File: src/rtl/mem_port_arbiter.sv
// Purpose: shares one variable-latency memory between two requesters (port 0 = CPU, port 1 = loader/debug).
// Latency: grant on the sampling edge, done at least 2 cycles after the request; 3 cycles minimum per transaction.
// Backpressure: req is held until done; the losing port waits and is ignored outside IDLE; a timeout bounds memory stalls.
//
// Ports:
//   clk, rst_n                     clock, asynchronous active-low reset
//   req*/we*/addr*/wdata*          per-port request, held stable until done
//   gnt*/done*/err/rdata           per-port grant, one-cycle done pulse, timeout flag and read data
//   mem_req/mem_we/mem_addr/mem_wdata/mem_rdata/mem_ready   memory-side transaction interface
module mem_port_arbiter #(
    parameter int AW      = 32,
    parameter int DW      = 32,
    parameter int TIMEOUT = 255
) (
    input  logic          clk,
    input  logic          rst_n,
    input  logic          req0,
    input  logic          req1,
    input  logic          we0,
    input  logic          we1,
    input  logic [AW-1:0] addr0,
    input  logic [AW-1:0] addr1,
    input  logic [DW-1:0] wdata0,
    input  logic [DW-1:0] wdata1,
    output logic          gnt0,
    output logic          gnt1,
    output logic          done0,
    output logic          done1,
    output logic          err,
    output logic [DW-1:0] rdata,
    output logic          mem_req,
    output logic          mem_we,
    output logic [AW-1:0] mem_addr,
    output logic [DW-1:0] mem_wdata,
    input  logic [DW-1:0] mem_rdata,
    input  logic          mem_ready
);

    // Counter only needs to hold 0..TIMEOUT-1.
    localparam int CW = (TIMEOUT < 2) ? 1 : $clog2(TIMEOUT);
    localparam logic [CW-1:0] CNT_LAST = CW'(TIMEOUT - 1);

    typedef enum logic [1:0] {
        IDLE = 2'd0,
        BUSY = 2'd1,
        DONE = 2'd2
    } state_t;

    state_t        state, state_nxt;
    logic          last, last_nxt;     // last port served
    logic          owner, owner_nxt;   // port holding the memory
    logic [CW-1:0] cnt, cnt_nxt;
    logic          win;

    logic          gnt0_nxt, gnt1_nxt, done0_nxt, done1_nxt, err_nxt;
    logic [DW-1:0] rdata_nxt;
    logic          mem_req_nxt, mem_we_nxt;
    logic [AW-1:0] mem_addr_nxt;
    logic [DW-1:0] mem_wdata_nxt;

    always_ff @(posedge clk or negedge rst_n) begin
        if (!rst_n) begin
            state     <= IDLE;
            last      <= 1'b1;     // port 0 wins the first tie
            owner     <= 1'b0;
            cnt       <= '0;
            gnt0      <= 1'b0;
            gnt1      <= 1'b0;
            done0     <= 1'b0;
            done1     <= 1'b0;
            err       <= 1'b0;
            rdata     <= '0;
            mem_req   <= 1'b0;
            mem_we    <= 1'b0;
            mem_addr  <= '0;
            mem_wdata <= '0;
        end else begin
            state     <= state_nxt;
            last      <= last_nxt;
            owner     <= owner_nxt;
            cnt       <= cnt_nxt;
            gnt0      <= gnt0_nxt;
            gnt1      <= gnt1_nxt;
            done0     <= done0_nxt;
            done1     <= done1_nxt;
            err       <= err_nxt;
            rdata     <= rdata_nxt;
            mem_req   <= mem_req_nxt;
            mem_we    <= mem_we_nxt;
            mem_addr  <= mem_addr_nxt;
            mem_wdata <= mem_wdata_nxt;
        end
    end

    always_comb begin
        state_nxt     = state;
        last_nxt      = last;
        owner_nxt     = owner;
        cnt_nxt       = cnt;
        win           = 1'b0;
        gnt0_nxt      = gnt0;
        gnt1_nxt      = gnt1;
        done0_nxt     = 1'b0;
        done1_nxt     = 1'b0;
        err_nxt       = err;
        rdata_nxt     = rdata;
        mem_req_nxt   = mem_req;
        mem_we_nxt    = mem_we;
        mem_addr_nxt  = mem_addr;
        mem_wdata_nxt = mem_wdata;

        case (state)
            IDLE: begin
                if (req0 || req1) begin
                    // Port 1 wins when alone, or on a tie when port 0 was served last.
                    win           = req1 & (~req0 | ~last);
                    owner_nxt     = win;
                    last_nxt      = win;
                    cnt_nxt       = '0;
                    gnt0_nxt      = ~win;
                    gnt1_nxt      = win;
                    mem_req_nxt   = 1'b1;
                    mem_we_nxt    = win ? we1 : we0;
                    mem_addr_nxt  = win ? addr1 : addr0;
                    mem_wdata_nxt = win ? wdata1 : wdata0;
                    state_nxt     = BUSY;
                end
            end
            BUSY: begin
                // mem_ready takes precedence over a timeout on the same cycle.
                if (mem_ready) begin
                    if (!mem_we) begin
                        rdata_nxt = mem_rdata;
                    end
                    err_nxt     = 1'b0;
                    done0_nxt   = ~owner;
                    done1_nxt   = owner;
                    mem_req_nxt = 1'b0;
                    state_nxt   = DONE;
                end else if (cnt == CNT_LAST) begin
                    err_nxt     = 1'b1;
                    done0_nxt   = ~owner;
                    done1_nxt   = owner;
                    mem_req_nxt = 1'b0;
                    state_nxt   = DONE;
                end else begin
                    cnt_nxt = cnt + CW'(1);
                end
            end
            DONE: begin
                gnt0_nxt  = 1'b0;
                gnt1_nxt  = 1'b0;
                state_nxt = IDLE;
            end
            default: begin
                gnt0_nxt    = 1'b0;
                gnt1_nxt    = 1'b0;
                mem_req_nxt = 1'b0;
                state_nxt   = IDLE;
            end
        endcase
    end

endmodule

File: config.mk
export PLATFORM = sky130hd
export DESIGN_NAME = mem_port_arbiter
export DESIGN_NICKNAME = d
export VERILOG_FILES = /design/src/rtl/mem_port_arbiter.sv
export SDC_FILE = /design/constraint.sdc
export NUM_CORES = 1
export LEC_CHECK = 0
export ABC_AREA = 1
export CORE_MARGIN = 5
export CORE_UTILIZATION = 43
export DETAILED_ROUTE_END_ITERATION = 6
export PLACE_DENSITY = 0.86
export SLEW_MARGIN = 10
export SYNTH_ARGS = -nofsm -noshare
export SYNTH_HDL_FRONTEND = slang
export SYNTH_SLANG_ARGS = --single-unit
File: constraint.sdc
create_clock -name clk -period 2.5 [get_ports clk]
set_input_delay 0.375 -clock clk [delete_from_list [all_inputs] [get_ports clk]]
set_output_delay 0.375 -clock clk [all_outputs]
set_load 0.02 [all_outputs]
==> results of run 1 <==
==> cells in the final DEF, fill, tap and decap left out <==
cell             instances
clkbuf_8                 8
dfrtp_1                114
dfstp_2                  1
nor2_2                   1
bufinv_16                1
buf_12                   5
nor2_1                  26
o21ai_1                 25
a21oi_1                  1
nand3_1                 57
inv_1                   53
dlygate4sd3_1            1
ha_1                     2
o21bai_1                 3
clkbuf_1                 3
o21ai_2                 19
clkinv_2                 2
nand2_1                223
o22ai_1                  2
nor2_4                   3
clkdlybuf4s50_1        268
nand2_2                  2
nand3_4                  1
clkbuf_16               17
buf_4                    6
o21ai_0                 35
nand2_4                  1
inv_2                    2
==> final cells by class <==
| type | count | area [sq um] |
|---|---|---|
| multi-input cells | 401 | 1830 |
| clock buffers | 28 | 547 |
| fillers | 869 | 3330 |
| clock inverters | 3 | 40.0 |
| repair buffers | 280 | 2840 |
| flip-flops and latches | 115 | 2880 |
| inverters | 55 | 206 |
| well taps | 147 | 184 |
==> stage by stage <==
step	hold slack [ps]	std cells	power (uW)
after floorplan	79.4	601	5810
after global placement	400	997	8060
after detailed placement	408	997	8180
after CTS	454	1029	10600
after global routing	472	1029	11200
final	451	1029	10500
==> state kept, by name, summed over array words and instances, names as in the netlist <==
| register | flops |
|---|---|
| cnt | 8 |
| done0 | 1 |
| done1 | 1 |
| err | 1 |
| gnt0 | 1 |
| gnt1 | 1 |
| last | 1 |
| mem_addr | 32 |
| mem_req | 1 |
| mem_wdata | 32 |
| mem_we | 1 |
| owner | 1 |
| rdata | 32 |
| state | 2 |
==> report_power, final <==
group          total [uW]  switching, uW  internal, uW
clock network        2370            797          1570
registers            3200            473          2720
logic                4950           2710          2240
total               10500           3980          6530
==> worst paths after layout <==
check | slack [ps] | end | start
worst min register to register | 450 | done0 | owner
min in group asynchronous | 520 | mem_addr[9] | rst_n
worst max-delay path | 670 | mem_addr[15] | mem_addr[15]
worst min-delay path | 450 | done0 | owner
worst max register to register | 810 | cnt[6] | cnt[0]
max in group asynchronous | 1270 | last | rst_n
==> worst register-to-register path: cells and delay by family, from the launching register on <==
family	cells	cell delay [ps]
buffers and inverters	2	200
flip-flops	1	430
AO/OA/AOI/OAI	1	180
adder cells (fa/ha/maj)	1	150
AND/OR/NAND/NOR	4	640
==> logic make-up after synthesis <==
family	synth area share, %
compound gates	9.85
flops	56.0
buf+inv	8.51
simple gates	25.2
fa+ha+maj	0.486
==> routing by layer <==
metal  routed length (um)  up-vias  global-route usage (%)
met5                    0        -                       0
met4                  662        0                    11.4
met3                 1520       49                    8.64
met2                 8400      241                    40.7
met1                 6170     2415                    26.0
li1                     -     2432                       -
==> timing repair <==
item | in CTS | in global routing
hold endpoints to repair | 40 | 0
hold buffers | 1 | 0
setup buffers | 0 | 0
==> flow_summary.ini, run 1 <==
[outcome]
run_status = completed

[layout]
antenna_cells_inserted = 0
postLayoutCoreUtil_pct = 71.9
drive_above_1_share_pct = 7.82
synthToLayoutAreaGrowth_pct = 65.7
finalInstanceArea_sq_um = 8530
finish.net_count = 1039

[floorplanning]
rows = 40
num_io_pins = 270
die_width_um = 119
design.core.area_sq_um = 11900
floorplan.die.height_um = 119
initial_utilization_pct = 43.4
die-area_sq_um = 14300

[drt]
drt_first_iter_violations = 345
viasPerCell = 4.99
post-route-drc-count = 0
dr_total_vias = 5137
drtAntennaViolNets = 0
detailedRoute.firstPassIterationCount = 6
detailed_route_wire_length_per_cell_um = 16.3
totalWireLength_um = 16800

[setup_path]
cp_endpoint_kind = output port
crit_path_max_incr_delay_ps = 650
path_cells = clkdlybuf4s50_1
crit_cells = 1
worstPathArrival_ps = 1450
timing.critical_path.buf_inv = 1
worst_path_dominant_cell_family = buffers and inverters
worst-endpoint-required_ps = 2120
critPathMaxFanout = 2
reg2regPathDepth = 8
critPathLaunchType = flip-flop
slowest_stage = clkdlybuf4s50_1
worst-setup-path-type = flip-flop to output port

[synthesis]
yosysTopAreaCell = dfrtp_1
synth_top_cells_by_area = dfrtp_1 55%, nand2_1 16%, nand3_1 5.5%
synth-main-ff-cell = dfrtp_1
synthesis.instances = 601
synth.yosys.warnings = 0
ys_types = 23
most_common_cell_in_the_synthesized_netlist = nand2_1
synthesized_nets = 770
synth.top_cell.area_share_pct = 55.4
synth_edf_count = 0
postSynthAreaPerCell_sq_um = 8.56
synth_common_cells = 223 x nand2_1, 114 x dfrtp_1, 57 x nand3_1
synth-seq-cells = 115
synth_sequential_area_ratio_pct = 56.0
post_synthesis_instance_area_sq_um = 5140
asyncSetResetFlopFracSynth_pct = 100

[global_routing]
grt_first_pass_wirelength_um = 26600
vias_in_the_first_global_route = 5250
grt_util_all_layers_pct = 23.7
globalRouteOverflowTotal = 0
initial_antenna_violation_count = 0
largest_net_degree_at_the_start_of_global_routing = 66

[cts]
cts_root_buf = clkbuf_16
cts_tree = yes
clk_pin_slew_ps = 50
clk-insertion-delay-late_ps = 410
ctsHtreeMaxLevel = 4
cts_buffer_depth = 2
cts_made_buffers = 17
cts_resized = 0
clock-sinks = 115

[placement]
routability_congestion_estimate = 0.850
io_buffers = 269
dpl.hpwl_um = 12100
place_worst_setup_slack_ps = 454
post_dp_cell_area_sq_um = 7930

[min_path]
hold_depth = 1
min_delay_path_class = flip-flop to flip-flop

[sta]
finalClockSkew_ps = 9.10
fmax_mhz = 548
timing.final.ws_setup_ps = 675
worst_pin_slew_ps = 589
final_hold_viol_count = 0
timing.final.crit_period_ps = 1830
fin_setup_tns_ps = 0
fin_crit_sh_pct = 73.0
rsz_0062_raised_after_global_routing = no
drv_slew = 0
maxSlewHeadroom_pct = 60.7
final_setup_violation_count = 0

[pwr]
peakVddDrop_mv = 0.773
powerDensity_nw_per_um2 = 1230
power_leakage_uw = 0.00393

[flow_run]
max_cap_violations = 0
Note: power is estimated with default switching activity, not from simulation.
==> run 2, diff against run 1 <==
- CORE_UTILIZATION: 43 -> 36
- PLACE_DENSITY: 0.86 -> 0.77
- clock period: 2.5 -> 1.5 ns (I/O delays scaled with it)
==> flow_summary.ini, run 2 (synthesis gave the netlist of run 1 again) <==
[sta]
final_setup_violation_count = 0
worst_pin_slew_ps = 305
rsz_0062_raised_after_global_routing = no
fin_crit_sh_pct = 92.7
final_hold_viol_count = 0
maxSlewHeadroom_pct = 79.6
timing.final.crit_period_ps = 1390
finalClockSkew_ps = 7.14
drv_slew = 0
fmax_mhz = 719

[cts]
clk_pin_slew_ps = 60
ctsHtreeMaxLevel = 4
cts_made_buffers = 17
cts_root_buf = clkbuf_16
clk-insertion-delay-late_ps = 410
cts_tree = yes
post-cts-setup-buffer-count = 0
clock-sinks = 115
cts_buffer_depth = 2

[layout]
layout_common_cells = 223 x nand2_1, 165 x clkdlybuf4s50_1, 114 x dfrtp_1, 103 x dlygate4sd2_1, 57 x nand3_1
fill_cells = 1244
synthToLayoutAreaGrowth_pct = 66.5
mostFrequentLayoutCell = nand2_1
finalInstanceArea_sq_um = 8560
drive_above_1_share_pct = 9.06
largest_registers = mem_addr x32, mem_wdata x32, rdata x32
antenna_cells_inserted = 0
finish.net_count = 1051
postLayoutCoreUtil_pct = 61.5

[placement]
post_dp_cell_area_sq_um = 8100
dpl.hpwl_um = 12300
routability_congestion_estimate = 0.794
io_buffers = 269

[global_routing]
vias_in_the_first_global_route = 4909
grt_first_pass_wirelength_um = 25400
globalRouteOverflowTotal = 0
initial_antenna_violation_count = 0
grt_util_all_layers_pct = 19.5
largest_net_degree_at_the_start_of_global_routing = 65

[flow_run]
max_cap_violations = 0

[pwr]
power_leakage_uw = 0.00423
peakVddDrop_mv = 1.22
powerDensity_nw_per_um2 = 1950
totalPowerFinal_uw = 16700

[drt]
detailed_route_wire_length_per_cell_um = 15.1
post-route-drc-count = 0
totalWireLength_um = 16200
detailedRoute.firstPassIterationCount = 4
viasPerCell = 4.53
dr_total_vias = 4870
drt_first_iter_violations = 266
drtAntennaViolNets = 0

[setup_path]
worst-setup-path-type = flip-flop to flip-flop
crit_path_max_incr_delay_ps = 530
worstPathArrival_ps = 1730
path_cells = nand2_1 -> nand2_2 -> inv_2 -> nor2_4 -> buf_12 -> nand2_1 -> nand3_1
timing.critical_path.buf_inv = 2
critPathLaunchType = flip-flop
critPathMaxFanout = 47
critical-path-top-cell-by-count = nand2_1
reg2reg_setup_slack_ps = 110
cp_endpoint_kind = flip-flop
worst-endpoint-required_ps = 1840
worst_path_dominant_cell_family = flip-flops
slowest_stage = dfstp_2

[floorplanning]
design.core.area_sq_um = 13900
die_width_um = 130
die-area_sq_um = 16800
rows = 43
num_io_pins = 270
initial_utilization_pct = 36.9
floorplan.die.height_um = 130

[outcome]
run_status = completed

[min_path]
min_delay_path_class = input pin to asynchronous set/reset pin
## run 2: path summary, 6_finish.rpt
check | start | end | cells after the start
worst min-delay path | rst_n | mem_addr[7] | 2
worst max-delay path | last | mem_wdata[11] | 7
max in group asynchronous | rst_n | last | 3
worst max register to register | last | mem_wdata[11] | 7
worst min register to register | owner | done0 | 1
min in group clk | mem_rdata[21] | rdata[21] | 3
## run 2: routing by layer
metal / part of all wire (%) / wire (um) / vias up / global-route usage (%)
met1: 40 / 6430 / 2206 / 23.3
met4: 1.7 / 269 / 0 / 6.23
li1: - / - / 2456 / -
met2: 48 / 7810 / 189 / 31.9
met5: 0 / 0 / - / 0
met3: 11 / 1720 / 19 / 8.49
## run 2: timing repair
item                                    CTS  global route
gates resized for setup                 103             0
endpoints found under the hold margin    18             0
endpoints found under the setup margin  103             0
hold buffers                              1             0
## run 2: stage by stage
stage	setup slack, ps	hold WS (ps)	setup TNS [ps]	instances
final	109	242	0	1074
after global routing	11.2	246	0	1074
after CTS	88.3	232	0	1074
after detailed placement	-133	128	-6990	1042
after global placement	-98.4	132	-4850	1042
after floorplan	192	-70.6	0	601
## run 2: area by class of cell
class                   instances  area, sq um  share of cell area, %
clock buffers                  21          450                   5.26
well taps                     180          225                   2.63
repair buffers                292         2840                   33.1
clock inverters                10          134                   1.56
flip-flops and latches        115         2880                   33.6
inverters                      55          206                   2.41
multi-input cells             401         1830                   21.4
## run 2: worst register-to-register path, delay by kind of cell, from the launching register on
kind          cells  cell delay, ps
buf+inv           2             290
flops             1             530
simple gates      5             510
## run 2: where the power goes
group	switching, uW	internal, uW	leakage [uW]	total, uW
clock	1350	2630	0.000283	3980
combinational	4520	2980	0.00252	7490
sequential	697	4530	0.00143	5230
==> RTL change: new RTL, config.mk and constraints of run 2 <==
Re-encode `state_t` (3 states) as one-hot, 3 bits wide.
--- a/src/rtl/mem_port_arbiter.sv
+++ b/src/rtl/mem_port_arbiter.sv
@@ -40,10 +40,10 @@
     localparam int CW = (TIMEOUT < 2) ? 1 : $clog2(TIMEOUT);
     localparam logic [CW-1:0] CNT_LAST = CW'(TIMEOUT - 1);
 
-    typedef enum logic [1:0] {
-        IDLE = 2'd0,
-        BUSY = 2'd1,
-        DONE = 2'd2
+    typedef enum logic [2:0] {
+        IDLE = 3'b001,
+        BUSY = 3'b010,
+        DONE = 3'b100
     } state_t;
 
     state_t        state, state_nxt;
Check against the original RTL: same outputs for any inputs over 4 cycles, from zero or initial values and one cycle with rst_n low; so few cycles prove little.
==> RTL change against run 2 <==
  * The flow now finishes with violations (setup timing)
  * Worst setup slack lost 0.13 ns
  * Routed wire length grew 19%
  * Via count grew 17%
  * Power grew 12%
  * Area after synthesis grew 2.8%
  * Combinational power grew 25%
  * Die area grew 2.6%
  * Sequential cell count grew 1
  * Global-route usage grew 1.9 points
  * Cell area grew 6.3%
  * Critical endpoint is now cnt[5]$_DFFE_PN0P_
  * Largest power group unchanged
==> RTL change: results (changes against run 2) <==
The worst setup slack after placement was -0.126 ns (was -0.133 ns); the net count reported at finish was 1,064 (was 1,051). The run gives 274 (was 266) as the violation count after the first detailed-route iteration. The arrival time at the worst endpoint was 1.81 ns (was 1.73 ns); the iteration count of the initial detailed-routing pass was 5 (was 4).

The run gives 21.5% (was 19.5%) as the global routing usage summed across all routing layers. For the headroom to the max-slew limit, the log shows 66.4% (was 79.6%). The flow ran to the end, but the final reports show violations. Pin count of the biggest net entering global routing: 79 (was 65). The maximum resistive drop on vdd is 0.000946 V (was 0.00122 V). Library cell used as clock root buffer: clkbuf_16 (unchanged).

The post-synth net total is 788 (was 770). For the initial antenna violation count, the log shows 1 (was 0). The fill cell total of the finished layout is 1,256 (was 1,244), and the wire length per cell after detailed routing is 17.7 um (was 15.1 um).

Placer congestion estimate: 0.844 (was 0.794). Top cell types by occurrence after synthesis: nand3_1 (172), nand2_1 (164), dfrtp_1 (114), nand4_1 (65), clkbuf_1 (26) (was nand2_1 (223), dfrtp_1 (114), nand3_1 (57), inv_1 (53), o21ai_0 (35)). The tools report the total number of vias as 5,696 (was 4,870).

The run gives 13.5 mm (was 12.3 mm) as the detailed placer's ending HPWL. Biggest area contributors in the synthesized netlist: dfrtp_1 (54%), nand3_1 (16%), nand2_1 (12%) (was dfrtp_1 (55%), nand2_1 (16%), nand3_1 (5.5%)). The checks that failed: setup timing. The final worst slack came out at -0.0235 ns (was 0.109 ns). The class of the most critical hold timing path was in2reg (was in2async).

After clock tree synthesis, the clock-pin slew on the worst setup and hold paths is 0.05 ns. The maximum clock skew at final layout is 0.00557 ns (was 0.00714 ns). The fraction of layout cells with a size suffix above 1 came out at 10.8% (was 9.06%). The number of setup violations in the final report is 22 (was 0). The tools report the sum of negative setup slack as -0.262 ns (was 0 ns).

The logs give 24 (was 23) for the number of library cell types mapped by synthesis and 2 (unchanged) for the worst-case clock buffer depth. The peak fanout along the critical path is 12 (was 47), and the wire length of the first global-routing pass is 30.2 mm (was 25.4 mm).
[RTL change: cell types whose count changed after synthesis, moves of 15 or more]
cell | run 2 | this run
o21ai_0 | 35 | 1
nand3_1 | 57 | 172
o21ai_2 | 19 | 0
o21ai_1 | 25 | 10
clkbuf_1 | 2 | 26
inv_1 | 53 | 11
nand4_1 | 0 | 65
nand2_1 | 223 | 164
[RTL change: per-layer routing]
| metal | track usage, % | vias up | part of all wire (%) |
|---|---|---|---|
| met1 | 25.5 | 2719 | 40 |
| met3 | 8.64 | 46 | 9.1 |
| met4 | 9.24 | 2 | 3.3 |
| met2 | 34.4 | 249 | 48 |
| li1 | - | 2680 | - |
| met5 | 0 | - | 0.067 |
[RTL change: worst paths after layout]
check                                     start                        end  slack, ns  cells after the start
max                        state[0]$_DFFE_PN1P_         cnt[5]$_DFFE_PN0P_      -0.02                      7
min                                        req1   mem_addr[18]$_DFFE_PN0P_       0.26                      3
max reg2reg                state[0]$_DFFE_PN1P_         cnt[5]$_DFFE_PN0P_      -0.02                      7
min reg2reg                   owner$_DFFE_PN0P_            done0$_DFF_PN0_       0.43                      1
max in group asynchronous                 rst_n  mem_wdata[20]$_DFFE_PN0P_       0.68                      3
min in group asynchronous                 rst_n       rdata[2]$_DFFE_PN0P_       0.41                      3
[RTL change: layout make-up]
cell class | instances | area, um2 | share of cell area, %
inverter | 15 | 61.3 | 0.674
clock buffer | 18 | 439 | 4.82
sequential | 116 | 2910 | 31.9
clock inverter | 14 | 161 | 1.77
tap | 184 | 230 | 2.53
multi-input combinational | 434 | 2140 | 23.5
timing repair buffer | 311 | 3170 | 34.8
[RTL change: power by group]
group | leakage (nW) | internal [mW] | switching, mW | total (mW)
sequential | 1.44 | 4.57 | 0.745 | 5.31
clock | 0.283 | 2.64 | 1.47 | 4.11
combinational | 2.64 | 3.89 | 5.44 | 9.34
[RTL change: cells by family after synthesis]
| kind of cell | share of synthesized area, % |
|---|---|
| compound gates | 1.28 |
| buf+inv | 5.84 |
| xor+xnor | 0.331 |
| simple gates | 37.2 |
| flops | 54.9 |
| fa+ha+maj | 0.473 |
[RTL change: timing repair]
item,CTS,global route
hold buffers,1,0
endpoints found under the hold margin,114,0
gates cloned,1,4
pin swaps,1,0
setup endpoints to repair,151,73
resized for setup,112,14
buffers inserted,0,3
[RTL change: through the flow]
stage	hold WS [ns]	utilization, %	std cells
4_1_cts	0.235	61.6	1085
6_report	0.256	62.9	1092
5_1_grt	0.268	62.9	1092
3_5_place_dp	0.304	58.0	1051
3_3_place_gp	0.301	58.0	1051
2_1_floorplan	-0.0706	-	619
